[src/rtl/midi_voice_period_gen.sv]
// Multi-voice MIDI note-to-period generator with per-voice square-wave tones.
// Optional MIDI_TRANSPOSE_EN adds a signed transpose input applied at accept.
module midi_voice_period_gen #(
  parameter int N_VOICES = 4,
  parameter int PERIOD_W = 23,
  parameter int VOICE_W  = 4
) (
  input  logic                         Clk,
  input  logic                         Reset_n,
  input  logic                         note_valid,
  output logic                         note_ready,
  input  logic [VOICE_W-1:0]           note_voice,
  input  logic [6:0]                   note_num,
  input  logic                         note_on,
`ifdef MIDI_TRANSPOSE_EN
  input  logic signed [4:0]            transpose_i,
`endif
  output logic [N_VOICES*PERIOD_W-1:0] period_o,
  output logic [N_VOICES-1:0]          active_o,
  output logic [N_VOICES-1:0]          tone_o
);

  typedef enum logic [1:0] {IDLE = 2'd0, DIV = 2'd1, WRITE = 2'd2} state_t;

  state_t               state_q, state_d;
  logic                 ready_q, ready_d;
  logic [VOICE_W-1:0]   voice_q, voice_d;
  logic                 on_q, on_d;
  logic [6:0]           rem_q, rem_d;
  logic [3:0]           oct_q, oct_d;
  logic [PERIOD_W-1:0]  period_q [N_VOICES];
  logic [PERIOD_W-1:0]  period_d [N_VOICES];
  logic [PERIOD_W-1:0]  cnt_q [N_VOICES];
  logic [PERIOD_W-1:0]  cnt_d [N_VOICES];
  logic [N_VOICES-1:0]  active_q, active_d, tone_q, tone_d;
  logic [6:0]           note_eff;
  logic [22:0]          base;
  logic [PERIOD_W-1:0]  period_new;
  logic [PERIOD_W-1:0]  half;

`ifdef MIDI_TRANSPOSE_EN
  logic signed [8:0] note_sum;
  // Sum is at most 142, so bit 8 flags negative and bit 7 flags overflow past 127.
  always_comb begin
    note_sum = $signed({2'b00, note_num}) + $signed({{4{transpose_i[4]}}, transpose_i});
    if (note_sum[8])      note_eff = '0;
    else if (note_sum[7]) note_eff = '1;
    else                  note_eff = note_sum[6:0];
  end
`else
  assign note_eff = note_num;
`endif

  always_comb begin
    case (rem_q)
      7'd0:    base = 23'h5D511A;
      7'd1:    base = 23'h58144F;
      7'd2:    base = 23'h5322C5;
      7'd3:    base = 23'h4E7842;
      7'd4:    base = 23'h4A10CB;
      7'd5:    base = 23'h45E89B;
      7'd6:    base = 23'h41FC25;
      7'd7:    base = 23'h3E4810;
      7'd8:    base = 23'h3AC931;
      7'd9:    base = 23'h377C8B;
      7'd10:   base = 23'h345F4E;
      7'd11:   base = 23'h316ECF;
      default: base = '0;
    endcase
    period_new = PERIOD_W'(base >> oct_q);
  end

  always_comb begin
    state_d  = state_q;
    ready_d  = ready_q;
    voice_d  = voice_q;
    on_d     = on_q;
    rem_d    = rem_q;
    oct_d    = oct_q;
    period_d = period_q;
    cnt_d    = cnt_q;
    active_d = active_q;
    tone_d   = tone_q;
    half     = '0;

    case (state_q)
      IDLE: begin
        ready_d = 1'b1;
        if (note_valid && ready_q) begin
          voice_d = note_voice;
          on_d    = note_on;
          rem_d   = note_eff;
          oct_d   = '0;
          ready_d = 1'b0;
          state_d = DIV;
        end
      end
      DIV: begin
        if (rem_q >= 7'd12) begin
          rem_d = rem_q - 7'd12;
          oct_d = oct_q + 4'd1;
        end else begin
          state_d = WRITE;
        end
      end
      WRITE: begin
        state_d = IDLE;
        ready_d = 1'b1;
      end
      default: begin
        state_d = IDLE;
        ready_d = 1'b0;
      end
    endcase

    for (int unsigned v = 0; v < N_VOICES; v++) begin
      half = period_q[v] >> 1;
      if (!active_q[v]) begin
        cnt_d[v]  = '0;
        tone_d[v] = 1'b0;
      end else if (cnt_q[v] >= half - PERIOD_W'(1)) begin
        cnt_d[v]  = '0;
        tone_d[v] = ~tone_q[v];
      end else begin
        cnt_d[v] = cnt_q[v] + PERIOD_W'(1);
      end
      // A WRITE overrides the tone update above; out-of-range voices match nothing.
      if (state_q == WRITE && voice_q == VOICE_W'(v)) begin
        if (on_q) period_d[v] = period_new;
        active_d[v] = on_q;
        cnt_d[v]    = '0;
        tone_d[v]   = 1'b0;
      end
    end
  end

  always_ff @(posedge Clk) begin
    if (!Reset_n) begin
      state_q  <= IDLE;
      ready_q  <= 1'b0;
      voice_q  <= '0;
      on_q     <= 1'b0;
      rem_q    <= '0;
      oct_q    <= '0;
      period_q <= '{default: '0};
      cnt_q    <= '{default: '0};
      active_q <= '0;
      tone_q   <= '0;
    end else begin
      state_q  <= state_d;
      ready_q  <= ready_d;
      voice_q  <= voice_d;
      on_q     <= on_d;
      rem_q    <= rem_d;
      oct_q    <= oct_d;
      period_q <= period_d;
      cnt_q    <= cnt_d;
      active_q <= active_d;
      tone_q   <= tone_d;
    end
  end

  always_comb begin
    period_o = '0;
    for (int unsigned v = 0; v < N_VOICES; v++) begin
      period_o[v*PERIOD_W +: PERIOD_W] = period_q[v];
    end
  end

  assign note_ready = ready_q;
  assign active_o   = active_q;
  assign tone_o     = tone_q;

endmodule

[config.mk]
export PLATFORM = sky130hd
export DESIGN_NAME = midi_voice_period_gen
export DESIGN_NICKNAME = d
export VERILOG_FILES = /design/src/rtl/midi_voice_period_gen.sv
export SDC_FILE = /design/constraint.sdc
export NUM_CORES = 1
export LEC_CHECK = 0
export CAP_MARGIN = 30
export CORE_ASPECT_RATIO = 0.6
export CORE_MARGIN = 3
export CORE_UTILIZATION = 35
export CTS_CLUSTER_DIAMETER = 200
export CTS_CLUSTER_SIZE = 25
export DETAILED_ROUTE_END_ITERATION = 10
export SLEW_MARGIN = 5
export SYNTH_ARGS = -nofsm -noshare
export SYNTH_HDL_FRONTEND = slang
export SYNTH_SLANG_ARGS = --single-unit
export TNS_END_PERCENT = 20
[constraint.sdc]
create_clock -name Clk -period 3.8 [get_ports Clk]
set_input_delay 0.76 -clock Clk [delete_from_list [all_inputs] [get_ports Clk]]
set_output_delay 0.76 -clock Clk [all_outputs]
set_load 0.005 [all_outputs]
==> flow_summary.toml <==
[status]
outcome = "complete, no violations"

[cells_and_area]
drive_gt1_share_pct = 8.17
layout.nets = 1863
diodes = 0
area_delta_synth_final_pct = 19.2
stdcell_count = 2242
final_cell_mix = "nor2_1, dfxtp_1, nand2_1"
final_common_cell = "nor2_1"

[pwr]
intPower_uw = 3410
peakVddDrop_mv = 0.252
clock_power_share_pct = 30.4
p_comb_share_pct = 16.8
leakage_uw = 0.00657
power_density_mw_per_mm2 = 308
total_power_uw = 4900
p_switching_uw = 1490
p_sw_share_pct = 30.4
power_frac_seq_pct = 52.8

[worst_setup_path]
path_buf_inv = 1
required_ps = 4190
worstPathMaxFanout = 6
max_stage_delay_ps = 540
rr_worst_depth = 13
critPathLaunch = "period_o[3]"
slowest_stage = "or4_4"
r2r_end = "cnt_q[82]"
crit_family = "simple AND/OR/NAND/NOR gates"
crit_type = "register to register"
r2r-start = "period_o[3]"
worstPathArrival_ps = 4170
cp.depth = 13
r2r_setup_slack_ps = 20
cp-end-kind = "register"
crit_end = "cnt_q[82]"
critPathLaunchType = "register"
cpMostUsedCell = "or4_4"
critical_path.cell_chain = "or4_4 -> nor2_4 -> nand2_2 -> or4_4 -> or4b_1 -> ha_1 -> nand4_1 -> or4_4 -> o21ai_2 -> a21oi_2 -> nand2b_4 -> clkbuf_16 -> nor2_1"

[synthesis]
synth_top_family_by_area = "simple AND/OR/NAND/NOR gates"
syn_inst = 1606
synthFlopType = "dfxtp_1"
ys_ff_latch = 234
synth-seq-area-share_pct = 35.1
synth-edff-count = 0
ys.warnings.count = 0
synthesis.area_mm2 = 0.0133
synth_fa_ha_area_share_pct = 10.2
async_reset_ff_share_pct = 0
synthXorXnorAreaFrac_pct = 10.8
synthTopCellsByArea = "dfxtp_1, ha_1, nor2_1, xnor2_1, xor2_1"
synth_compound_area_share_pct = 13.5
synth.area.mux_share_pct = 3.84
synth-simple-area-share_pct = 23.7
avgSynthCellArea_um2 = 8.31
synth_top_area_share_pct = 35.1
yosysTopAreaCell = "dfxtp_1"
syn-num-nets = 1730
ys_types = 62

[grt]
antenna_found_initial = 0
overflow = 0
grt_pass1_vias = 11000
grt_max_degree = 43
grt_pass1_wl_um = 61800
grt_usage_pct = 18.8

[drt]
drtIter0Drc = 940
wirelength_um = 39900
antenna_left = 0
drcViolationCount = 0
first_pass_iters = 5
drt-vias-per-instance = 5.31
detail_route.wl_per_cell_um = 17.8
vias = 11900

[flow_run]
cap_violations = 0

[cts]
clk_latency_ps = 490
cts_sinks = 234
numCtsBuffers = 13
clock-root-buffer = "clkbuf_16"
cts_htree_levels = 1
postCtsHoldBufs = 0
clk_path_buf_depth = 3
cts_tree = "built"
clk_pin_slew_worst_paths_ps = 100

[timing]
fin_crit_sh_pct = 99.5
drv_slew = 0
rsz0062_at_grt = "yes"
hold_viol_final = 0
period_minus_slack_ps = 3780
tightest_slew_ps = 1010
fmax_mhz = 265
setup_ws_ps = 20.1
fin_skew_ps = 17.8
relSlewSlack_pct = 32.3
setup_violations = 0

[place]
dp.cells = 2222
place.gp.congestion = 0.899
post-place-ws_ps = -51.1
dp_hpwl_um = 30300
io_buffers = 115

[floorplan]
die_w_um = 258
initial_core_util_pct = 36.1
row_count = 54
dieArea_mm2 = 0.0406
pin_count = 116
die_y_um = 157
core-area_mm2 = 0.0370

[hold_path]
min_path_type = "register to register"
[flip-flops by register name, indices dropped and copies added (netlist names), named ones only]
| signal | cells |
|---|---|
| voice_q | 4 |
| oct_q | 4 |
| tone_o | 4 |
| period_o | 92 |
| cnt_q | 92 |
| rem_q | 7 |
| active_o | 4 |
| note_ready | 1 |
| on_q | 1 |
| state_q | 2 |
[routing by layer]
| metal | part of all wire (%) | global-route usage [%] |
|---|---|---|
| met5 | 0 | 0 |
| met3 | 6.3 | 2.15 |
| met1 | 51 | 28.6 |
| met2 | 41 | 28.3 |
| met4 | 2.2 | 3.94 |
[cells in the mapped netlist, types with 13 or more instances]
library cell,n
xor2_1,78
nor3_1,43
inv_1,31
nand4_1,30
dfxtp_1,234
o21a_1,17
clkbuf_1,44
ha_1,109
a211oi_1,15
nor2_1,239
nor2b_1,13
a21oi_1,122
mux2i_1,31
nor4_1,15
xnor2_1,87
nand3_1,61
a21o_1,24
o21ai_0,94
nand2_1,137
and3_1,19
nand2b_1,21
buf_2,15
[worst min-delay path by stage]
stage	from	end	slack, ps	cells past startpoint
after detailed placement	cnt_q[23]	cnt_q[23]	470	1
after global routing	cnt_q[23]	cnt_q[23]	510	1
after floorplan	cnt_q[23]	cnt_q[23]	430	1
after global placement	cnt_q[23]	cnt_q[23]	440	1
final	cnt_q[23]	cnt_q[23]	480	1
after CTS	cnt_q[23]	cnt_q[23]	490	1
[timing repair]
action,in CTS,in global routing
setup buffers,0,1
setup endpoints to repair,23,88
pin swaps,0,25
gates resized for setup,1,37
gates cloned,0,5
[power groups by stage]
stage | logic (µW) | registers, µW | clock network (µW)
floorplan | 514 | 2610 | 0
global placement | 787 | 2640 | 0
detailed placement | 793 | 2640 | 0
CTS | 796 | 2590 | 1540
global route | 876 | 2600 | 1610
finish | 822 | 2590 | 1490
[through the flow]
stage	instance area (µm²)	TNS, ps	util (%)	hold slack, ps
4_1_cts	15700	0	42.5	491
3_5_place_dp	15400	-635	41.5	467
5_1_grt	15900	-2480	43.0	508
2_1_floorplan	13300	0	-	426
3_3_place_gp	15400	0	41.5	443
6_report	15900	0	43.0	484
[cell families after synthesis]
| family | Yosys count |
|---|---|
| AOI/OAI and AO/OA | 309 |
| xor gates and xnor gates | 165 |
| adders and majority gates | 109 |
| buffers and inverters | 97 |
| DFF | 234 |
| muxes | 43 |
| and+or+nand+nor | 649 |
[cell type report]
| type | instances | area (µm²) |
|---|---|---|
| timing repair buffer | 179 | 1670 |
| fill | 3691 | 21100 |
| tap | 504 | 631 |
| inverter | 33 | 124 |
| multi-input combinational | 1278 | 8450 |
| clock buffer | 13 | 325 |
| clock inverter | 1 | 16.3 |
| sequential | 234 | 4690 |
Power figures use the tool's default switching activity.
